## config.mk

```make
export PLATFORM = sky130hd
export DESIGN_NAME = instruction_decode_hazard
export DESIGN_NICKNAME = d
export VERILOG_FILES = /design/src/rtl/decode_pkg.sv /design/src/rtl/regfile_2r1w.sv /design/src/rtl/instruction_decode_hazard.sv
export SDC_FILE = /design/constraint.sdc
export NUM_CORES = 2
export LEC_CHECK = 0
export CORE_AREA = 10 10 368 441
export DETAILED_ROUTE_END_ITERATION = 10
export DIE_AREA = 0 0 378 451
export SLEW_MARGIN = 20
export SYNTH_ARGS = -nofsm -noshare
export SYNTH_HDL_FRONTEND = slang
export SYNTH_HIERARCHICAL = 1
export SYNTH_SLANG_ARGS = --single-unit
```

## constraint.sdc

```tcl
create_clock -name clk -period 4.32 [get_ports clk]
set_input_delay 0.648 -clock clk [delete_from_list [all_inputs] [get_ports clk]]
set_output_delay 0.648 -clock clk [all_outputs]
set_load 0.02 [all_outputs]
```

## src/rtl/decode_pkg.sv

```systemverilog
`default_nettype none
// ============================================================================
// Module   : decode_pkg
// Purpose  : Shared opcode/funct codes, ALU control encodings and the DX
//            control vector for the instruction decode / hazard stage.
// Revision : 1.0 - initial release
// ============================================================================
package decode_pkg;

    // Primary opcodes (IR[31:26])
    localparam logic [5:0] OP_RTYPE = 6'd0;
    localparam logic [5:0] OP_J     = 6'd2;
    localparam logic [5:0] OP_BEQ   = 6'd4;
    localparam logic [5:0] OP_BNE   = 6'd5;
    localparam logic [5:0] OP_LW    = 6'd35;
    localparam logic [5:0] OP_SW    = 6'd43;

    // R-type function codes (IR[5:0])
    localparam logic [5:0] FN_DIV = 6'd26;
    localparam logic [5:0] FN_REM = 6'd27;
    localparam logic [5:0] FN_ADD = 6'd32;
    localparam logic [5:0] FN_SUB = 6'd34;
    localparam logic [5:0] FN_AND = 6'd36;
    localparam logic [5:0] FN_OR  = 6'd37;
    localparam logic [5:0] FN_SLT = 6'd42;

    // ALU operation encodings
    localparam logic [2:0] ALU_AND = 3'b000;
    localparam logic [2:0] ALU_OR  = 3'b001;
    localparam logic [2:0] ALU_ADD = 3'b010;
    localparam logic [2:0] ALU_DIV = 3'b100;
    localparam logic [2:0] ALU_REM = 3'b101;
    localparam logic [2:0] ALU_SUB = 3'b110;
    localparam logic [2:0] ALU_SLT = 3'b111;

    // Control bundle carried in the DX register
    typedef struct packed {
        logic       valid;
        logic       mem_to_reg;
        logic       reg_write;
        logic       mem_read;
        logic       mem_write;
        logic       branch;
        logic       branch_ne;
        logic       jump;
        logic       illegal;
        logic [2:0] alu_ctr;
    } ctrl_t;

    // A bubble carries no side effects at all
    localparam ctrl_t CTRL_BUBBLE = '0;

    // Instructions whose rt field is a source operand
    function automatic logic uses_rt(input logic [5:0] op);
        return (op == OP_RTYPE) || (op == OP_BEQ) || (op == OP_BNE) || (op == OP_SW);
    endfunction

endpackage : decode_pkg
`default_nettype wire

```

## src/rtl/regfile_2r1w.sv

```systemverilog
`default_nettype none
// ============================================================================
// Module   : regfile_2r1w
// Purpose  : Two-read / one-write register file, write-first bypass,
//            R0 hard-wired to zero, optional reset preload.
// Revision : 1.0 - initial release
// ============================================================================
module regfile_2r1w #(
    parameter  int XLEN         = 32,
    parameter  int NREG         = 32,
    parameter  int INIT_PRELOAD = 1,
    localparam int RAW          = $clog2(NREG)
) (
    input  logic            clk,
    input  logic            rst,
    input  logic            i_we,
    input  logic [RAW-1:0]  i_waddr,
    input  logic [XLEN-1:0] i_wdata,
    input  logic [RAW-1:0]  i_raddr1,
    input  logic [RAW-1:0]  i_raddr2,
    output logic [XLEN-1:0] o_rdata1,
    output logic [XLEN-1:0] o_rdata2
);

    logic [XLEN-1:0] mem_q [NREG];
    logic [XLEN-1:0] mem_d [NREG];

    logic w_wr_en;
    assign w_wr_en = i_we && (i_waddr != '0);

    // Reset contents: R1=1, R2=R3=2 when preloading, otherwise all zero
    function automatic logic [XLEN-1:0] reset_value(input int idx);
        if (INIT_PRELOAD == 0) return '0;
        if (idx == 1)          return XLEN'(1);
        if (idx == 2 || idx == 3) return XLEN'(2);
        return '0;
    endfunction

    // Next-state array: one write per cycle, never into R0
    always_comb begin
        mem_d = mem_q;
        if (w_wr_en) mem_d[i_waddr] = i_wdata;
    end

    // Storage update with synchronous reset
    always_ff @(posedge clk) begin
        if (rst) begin
            for (int i = 0; i < NREG; i++) mem_q[i] <= reset_value(i);
        end else begin
            mem_q <= mem_d;
        end
    end

    // Read ports: R0 reads zero, a same-cycle write is seen immediately
    always_comb begin
        if (i_raddr1 == '0)                         o_rdata1 = '0;
        else if (w_wr_en && (i_waddr == i_raddr1))  o_rdata1 = i_wdata;
        else                                        o_rdata1 = mem_q[i_raddr1];

        if (i_raddr2 == '0)                         o_rdata2 = '0;
        else if (w_wr_en && (i_waddr == i_raddr2))  o_rdata2 = i_wdata;
        else                                        o_rdata2 = mem_q[i_raddr2];
    end

endmodule : regfile_2r1w
`default_nettype wire

```

## src/rtl/instruction_decode_hazard.sv

```systemverilog
`default_nettype none
// ============================================================================
// Module   : instruction_decode_hazard
// Purpose  : ID stage of the 5-stage MIPS pipeline: decode, register read
//            with XM/MW forwarding, load-use stall, flush and the DX register.
// Revision : 1.0 - initial release
// ============================================================================
module instruction_decode_hazard
    import decode_pkg::*;
#(
    parameter  int XLEN         = 32,
    parameter  int NREG         = 32,
    parameter  int INIT_PRELOAD = 1,
    localparam int RAW          = $clog2(NREG)
) (
    input  logic            clk,
    input  logic            rst,
    input  logic            if_valid,
    input  logic [XLEN-1:0] PC,
    input  logic [31:0]     IR,
    input  logic            flush,
    input  logic            XM_RegWrite,
    input  logic [RAW-1:0]  XM_RD,
    input  logic [XLEN-1:0] XM_ALUout,
    input  logic            MW_RegWrite,
    input  logic            MW_MemtoReg,
    input  logic [RAW-1:0]  MW_RD,
    input  logic [XLEN-1:0] MDR,
    input  logic [XLEN-1:0] MW_ALUout,
    output logic            stall,
    output logic            valid,
    output logic            MemtoReg,
    output logic            RegWrite,
    output logic            MemRead,
    output logic            MemWrite,
    output logic            branch,
    output logic            branch_ne,
    output logic            jump,
    output logic            illegal,
    output logic [2:0]      ALUctr,
    output logic [XLEN-1:0] A,
    output logic [XLEN-1:0] B,
    output logic [XLEN-1:0] MD,
    output logic [15:0]     imm,
    output logic [RAW-1:0]  RD,
    output logic [XLEN-1:0] DX_PC,
    output logic [XLEN-1:0] NPC,
    output logic [XLEN-1:0] JT
);

    // Elaboration-time parameter sanity
    generate
        if (XLEN < 32) begin : g_bad_xlen
            $error("instruction_decode_hazard: XLEN must be >= 32");
        end
        if ((NREG < 2) || (NREG > 32) || ((NREG & (NREG - 1)) != 0)) begin : g_bad_nreg
            $error("instruction_decode_hazard: NREG must be a power of two in 2..32");
        end
    endgenerate

    // ------------------------------------------------------------------
    // Instruction fields
    // ------------------------------------------------------------------
    logic [5:0]      w_op;
    logic [5:0]      w_funct;
    logic [RAW-1:0]  w_rs_idx;
    logic [RAW-1:0]  w_rt_idx;
    logic [RAW-1:0]  w_rd_idx;
    logic [XLEN-1:0] w_sext_imm;
    logic [XLEN-1:0] w_jt;

    assign w_op       = IR[31:26];
    assign w_funct    = IR[5:0];
    assign w_rs_idx   = IR[21 +: RAW];
    assign w_rt_idx   = IR[16 +: RAW];
    assign w_rd_idx   = IR[11 +: RAW];
    assign w_sext_imm = {{(XLEN-16){IR[15]}}, IR[15:0]};
    assign w_jt       = {PC[XLEN-1:28], IR[25:0], 2'b00};

    // ------------------------------------------------------------------
    // Register file with write-first bypass from MW
    // ------------------------------------------------------------------
    logic [XLEN-1:0] w_mw_wdata;
    logic [XLEN-1:0] w_rf_rs;
    logic [XLEN-1:0] w_rf_rt;

    assign w_mw_wdata = MW_MemtoReg ? MDR : MW_ALUout;

    regfile_2r1w #(
        .XLEN         (XLEN),
        .NREG         (NREG),
        .INIT_PRELOAD (INIT_PRELOAD)
    ) u_regfile (
        .clk      (clk),
        .rst      (rst),
        .i_we     (MW_RegWrite),
        .i_waddr  (MW_RD),
        .i_wdata  (w_mw_wdata),
        .i_raddr1 (w_rs_idx),
        .i_raddr2 (w_rt_idx),
        .o_rdata1 (w_rf_rs),
        .o_rdata2 (w_rf_rt)
    );

    // ------------------------------------------------------------------
    // DX register state
    // ------------------------------------------------------------------
    ctrl_t           ctrl_q, ctrl_d;
    logic [XLEN-1:0] a_q, a_d;
    logic [XLEN-1:0] b_q, b_d;
    logic [XLEN-1:0] md_q, md_d;
    logic [15:0]     imm_q, imm_d;
    logic [RAW-1:0]  rd_q, rd_d;
    logic [XLEN-1:0] pc_q, pc_d;
    logic [XLEN-1:0] jt_q, jt_d;

    // Operand forwarding: the younger XM result beats the MW/regfile value
    logic [XLEN-1:0] w_fwd_rs;
    logic [XLEN-1:0] w_fwd_rt;

    always_comb begin
        w_fwd_rs = w_rf_rs;
        w_fwd_rt = w_rf_rt;
        if (XM_RegWrite && (XM_RD == w_rs_idx) && (w_rs_idx != '0)) w_fwd_rs = XM_ALUout;
        if (XM_RegWrite && (XM_RD == w_rt_idx) && (w_rt_idx != '0)) w_fwd_rt = XM_ALUout;
    end

    // Load-use hazard: a load in DX feeds a source of the IF/ID instruction
    logic w_stall;
    assign w_stall = if_valid && !flush && ctrl_q.valid && ctrl_q.mem_read && (rd_q != '0) &&
                     ((rd_q == w_rs_idx) || (uses_rt(w_op) && (rd_q == w_rt_idx)));
    assign stall = w_stall;

    // Decode the IF/ID instruction into the next DX contents (bubble by default)
    always_comb begin
        ctrl_d = CTRL_BUBBLE;
        a_d    = '0;
        b_d    = '0;
        md_d   = '0;
        imm_d  = '0;
        rd_d   = '0;
        pc_d   = '0;
        jt_d   = '0;
        if (if_valid && !flush && !w_stall) begin
            ctrl_d.valid = 1'b1;
            a_d          = w_fwd_rs;
            b_d          = w_fwd_rt;
            md_d         = w_fwd_rt;
            imm_d        = IR[15:0];
            pc_d         = PC;
            jt_d         = w_jt;
            case (w_op)
                OP_RTYPE: begin
                    rd_d             = w_rd_idx;
                    ctrl_d.reg_write = 1'b1;
                    case (w_funct)
                        FN_ADD:  ctrl_d.alu_ctr = ALU_ADD;
                        FN_SUB:  ctrl_d.alu_ctr = ALU_SUB;
                        FN_AND:  ctrl_d.alu_ctr = ALU_AND;
                        FN_OR:   ctrl_d.alu_ctr = ALU_OR;
                        FN_SLT:  ctrl_d.alu_ctr = ALU_SLT;
                        FN_DIV:  ctrl_d.alu_ctr = ALU_DIV;
                        FN_REM:  ctrl_d.alu_ctr = ALU_REM;
                        default: begin
                            ctrl_d.illegal   = 1'b1;
                            ctrl_d.reg_write = 1'b0;
                        end
                    endcase
                end
                OP_LW: begin
                    b_d               = w_sext_imm;
                    rd_d              = w_rt_idx;
                    ctrl_d.mem_read   = 1'b1;
                    ctrl_d.mem_to_reg = 1'b1;
                    ctrl_d.reg_write  = 1'b1;
                    ctrl_d.alu_ctr    = ALU_ADD;
                end
                OP_SW: begin
                    b_d              = w_sext_imm;
                    rd_d             = w_rt_idx;
                    ctrl_d.mem_write = 1'b1;
                    ctrl_d.alu_ctr   = ALU_ADD;
                end
                OP_BEQ: begin
                    ctrl_d.branch  = 1'b1;
                    ctrl_d.alu_ctr = ALU_SUB;
                end
                OP_BNE: begin
                    ctrl_d.branch    = 1'b1;
                    ctrl_d.branch_ne = 1'b1;
                    ctrl_d.alu_ctr   = ALU_SUB;
                end
                OP_J: begin
                    ctrl_d.jump    = 1'b1;
                    ctrl_d.alu_ctr = ALU_AND;
                end
                default: begin
                    ctrl_d.illegal = 1'b1;
                end
            endcase
        end
    end

    // DX pipeline register; reset produces an all-zero bubble
    always_ff @(posedge clk) begin
        if (rst) begin
            ctrl_q <= CTRL_BUBBLE;
            a_q    <= '0;
            b_q    <= '0;
            md_q   <= '0;
            imm_q  <= '0;
            rd_q   <= '0;
            pc_q   <= '0;
            jt_q   <= '0;
        end else begin
            ctrl_q <= ctrl_d;
            a_q    <= a_d;
            b_q    <= b_d;
            md_q   <= md_d;
            imm_q  <= imm_d;
            rd_q   <= rd_d;
            pc_q   <= pc_d;
            jt_q   <= jt_d;
        end
    end

    assign valid     = ctrl_q.valid;
    assign MemtoReg  = ctrl_q.mem_to_reg;
    assign RegWrite  = ctrl_q.reg_write;
    assign MemRead   = ctrl_q.mem_read;
    assign MemWrite  = ctrl_q.mem_write;
    assign branch    = ctrl_q.branch;
    assign branch_ne = ctrl_q.branch_ne;
    assign jump      = ctrl_q.jump;
    assign illegal   = ctrl_q.illegal;
    assign ALUctr    = ctrl_q.alu_ctr;
    assign A         = a_q;
    assign B         = b_q;
    assign MD        = md_q;
    assign imm       = imm_q;
    assign RD        = rd_q;
    assign DX_PC     = pc_q;
    assign NPC       = pc_q;
    assign JT        = jt_q;

endmodule : instruction_decode_hazard
`default_nettype wire

```

==> impl_metrics.py <==
metrics = {
    "setup_path": {
        "path_common_cell": "buf_4",
        "critical_path_depth": 11,
        "cp_data_arrival_time_ns": 4.22,
        "worstSetupPathType": "in -> reg",
        "cp-start-kind": "primary input",
        "cpPeakStageDelay_ns": 0.93,
        "r2r_cells": 9,
        "crit_path_end_kind": "flip-flop",
        "cp_top_family": "simple AND/OR/NAND/NOR gates",
        "worstPathRequired_ns": 4.96,
        "critPathBufInv": 4,
        "critPathMaxFanout": 20,
        "cp_slowest_cell": "nor4_1",
        "worstPathCellList": "buf_8, buf_12, mux4_2, mux2i_1, a2111oi_0, buf_4, nor4_1, nor3_1, buf_4, nand2_1, a311oi_1",
    },
    "sta": {
        "rsz0062_at_grt": "no",
        "setup_viol": 0,
        "tns_ns": 0,
        "hold_viol": 0,
        "layout_min_cycle_time_ns": 3.58,
        "fin_crit_sh_pct": 82.8,
        "maxSlewViolCount": 0,
        "worst_clock_skew_ns": 0.0339,
        "fmax_mhz": 280,
        "worstMarginPinSlew_ns": 1.22,
        "max_slew_margin_pct": 18.0,
        "fin_ws_ns": 0.745,
    },
    "synth": {
        "ys_types": 80,
        "ys_warn_count": 6,
        "yosysSeqAreaShare_pct": 40.8,
        "async_flop_share_pct": 0,
        "synth_cells": 6909,
        "synth_flop_cell": "dfxtp_1",
        "synth-seq-cells": 1194,
        "synth_area_um2": 61000,
        "synth_edf_count": 96,
        "synth_area_per_cell_um2": 8.83,
    },
    "routing": {
        "firstDrtPassIters": 9,
        "post_drt_wl_per_cell_um": 31.6,
        "ant_nets": 0,
        "avgViaCountPerCell": 6.30,
        "first_iter_violations": 7915,
        "drt-total-wl_um": 288000,
        "drc": 0,
        "vias": 57500,
    },
    "global_routing": {
        "grt_max_degree": 212,
        "grt_pass1_wl_um": 403000,
        "track_usage_pct": 32.3,
        "grt_pass1_vias": 55200,
        "gr-total-overflow": 0,
        "grt_antenna_before_repair": 12,
    },
    "floorplan": {
        "start_util_pct": 39.7,
        "row_count": 158,
        "core_um2": 154000,
        "io_pins": 403,
        "dieWidth_um": 378,
        "dieArea_um2": 170000,
        "chipHeight_um": 451,
    },
    "flow_run": {
        "cap_violations": 0,
    },
    "finish": {
        "final_common_cell": "nand2_1",
        "final_cell_mix": "nand2_1 (2096), dfxtp_1 (1098), a21oi_1 (1057), clkdlybuf4s50_1 (388), mux4_2 (326)",
        "fin_util_pct": 46.1,
        "area_growth_pct": 16.3,
        "final_nets": 7194,
        "drive_gt1_share_pct": 15.5,
        "final_cell_area_um2": 71000,
        "instances_no_fill": 9128,
    },
    "cts": {
        "h-tree-depth": 3,
        "clock-sinks": 1194,
        "cts-root-buf": "clkbuf_16",
        "clock_latency_ns": 0.79,
        "cts_buffer_depth": 3,
        "cts_hold_buf": 0,
        "cts_tree": "yes",
        "cts_resized": 0,
        "clk_pin_slew_ns": 0.06,
        "post-cts-setup-buffers": 0,
        "cts_buffers": 118,
    },
    "placement": {
        "detailedPlace.worstSlack_ns": 0.214,
        "dp_hpwl_um": 187000,
        "placed_cell_area_um2": 66800,
        "place_inst": 8897,
        "port_buffers": 400,
        "gp_congestion": 0.979,
    },
    "power_and_ir_drop": {
        "ir_drop_uv": 322,
        "p_leak_uw": 0.0242,
        "power.density_nw_per_um2": 363,
    },
    "worst_hold_path": {
        "min_path_type": "in -> reg",
        "whs_path_depth": 2,
    },
    "status": {
        "status": "completed",
    },
}
state kept, by name (all words and copies together) (netlist names):
signal,count
A,32
ALUctr,3
B,32
DX_PC,32
JT,11
MD,32
MemRead,1
MemWrite,1
RD,5
RegWrite,1
branch,1
branch_ne,1
illegal,1
imm,15
jump,1
u_regfile/mem_q,1024
valid,1
synthesized netlist by cell type (8+ instances only):
library cell	n	share of area, %
o22ai_1	89	0.91
a211o_1	8	0.11
xnor2_1	13	0.19
a2111oi_0	15	0.22
a311oi_1	18	0.26
dfxtp_1	1098	36
mux2i_1	314	5.2
nand2b_1	14	0.14
buf_8	14	0.34
clkbuf_1	395	2.4
clkbuf_2	30	0.25
nor2_1	199	1.2
o21ai_1	12	0.098
a22o_1	17	0.24
o31ai_1	11	0.14
a2111oi_2	8	0.20
buf_6	48	0.89
edfxtp_1	96	4.7
nand3_1	24	0.20
mux4_1	17	0.73
a211oi_1	29	0.36
nor3_1	92	0.75
nand2_1	2100	13
o21ai_0	45	0.37
a221oi_1	45	0.65
buf_4	101	1.2
a22oi_1	63	0.78
a21oi_1	1057	8.7
or3_1	8	0.082
and2_1	59	0.61
mux4_2	326	12
nor4_1	35	0.36
o22a_1	11	0.16
a221o_1	14	0.23
buf_2	146	1.2
inv_1	8	0.049
o211ai_1	15	0.18
mux2_2	145	2.7
nor2b_1	53	0.54
xor2_1	15	0.22
worst paths after layout:
check	from	endpoint	slack, ns
max	IR[16]	B[10]$_SDFF_PP0_	0.74
min	rst	u_regfile/mem_q[1016]$_SDFFE_PP0P_	0.29
max reg2reg	u_regfile/mem_q[266]$_SDFFE_PP0P_	B[10]$_SDFF_PP0_	0.95
min reg2reg	u_regfile/mem_q[260]$_SDFFE_PP0P_	u_regfile/mem_q[260]$_SDFFE_PP0P_	0.46
worst register-to-register path: cells and delay by family (launching register included):
family          cells  cell delay [ns]
simple gates        3             1.23
compound gates      2             0.40
buf+inv             2             0.46
flops               1             0.32
mux                 2             0.82
stage by stage:
stage | total power, uW | hold WS [ns]
after global routing | 26300 | 0.289
after global placement | 14800 | 0.448
after CTS | 25600 | 0.278
after detailed placement | 14800 | 0.456
after floorplan | 13400 | 0.440
final | 25800 | 0.286
logic make-up after synthesis:
family,share of synthesized area [%]
DFF,40.8
muxes,20.6
xor gates and xnor gates,0.402
buffers and inverters,6.70
and+or+nand+nor,17.6
other,0.00615
AOI/OAI and AO/OA,14.0
metal layers:
| metal | GRT usage (%) | up-vias | share of wire [%] |
|---|---|---|---|
| li1 | - | 24300 | - |
| met4 | 27.5 | 14 | 11 |
| met3 | 9.84 | 1274 | 14 |
| met5 | 0 | - | 0.030 |
| met1 | 37.1 | 27600 | 33 |
| met2 | 49.0 | 4312 | 43 |
cell type report:
cell class,count,area (um^2)
well taps,2000,2500
diodes,5,12.5
multi-input cells,4955,32400
clock buffers,186,3610
fillers,14700,82800
inverters,13,48.8
repair buffers,735,7030
clock inverters,40,502
flip-flops and latches,1194,24900
power breakdown:
| part | leakage [uW] | internal (uW) | total [uW] | switching [uW] |
|---|---|---|---|---|
| combinational | 0.0123 | 1060 | 3260 | 2200 |
| sequential | 0.00992 | 11300 | 11400 | 129 |
| clock | 0.00203 | 6280 | 11100 | 4780 |
(Power assumes the default switching activity.)
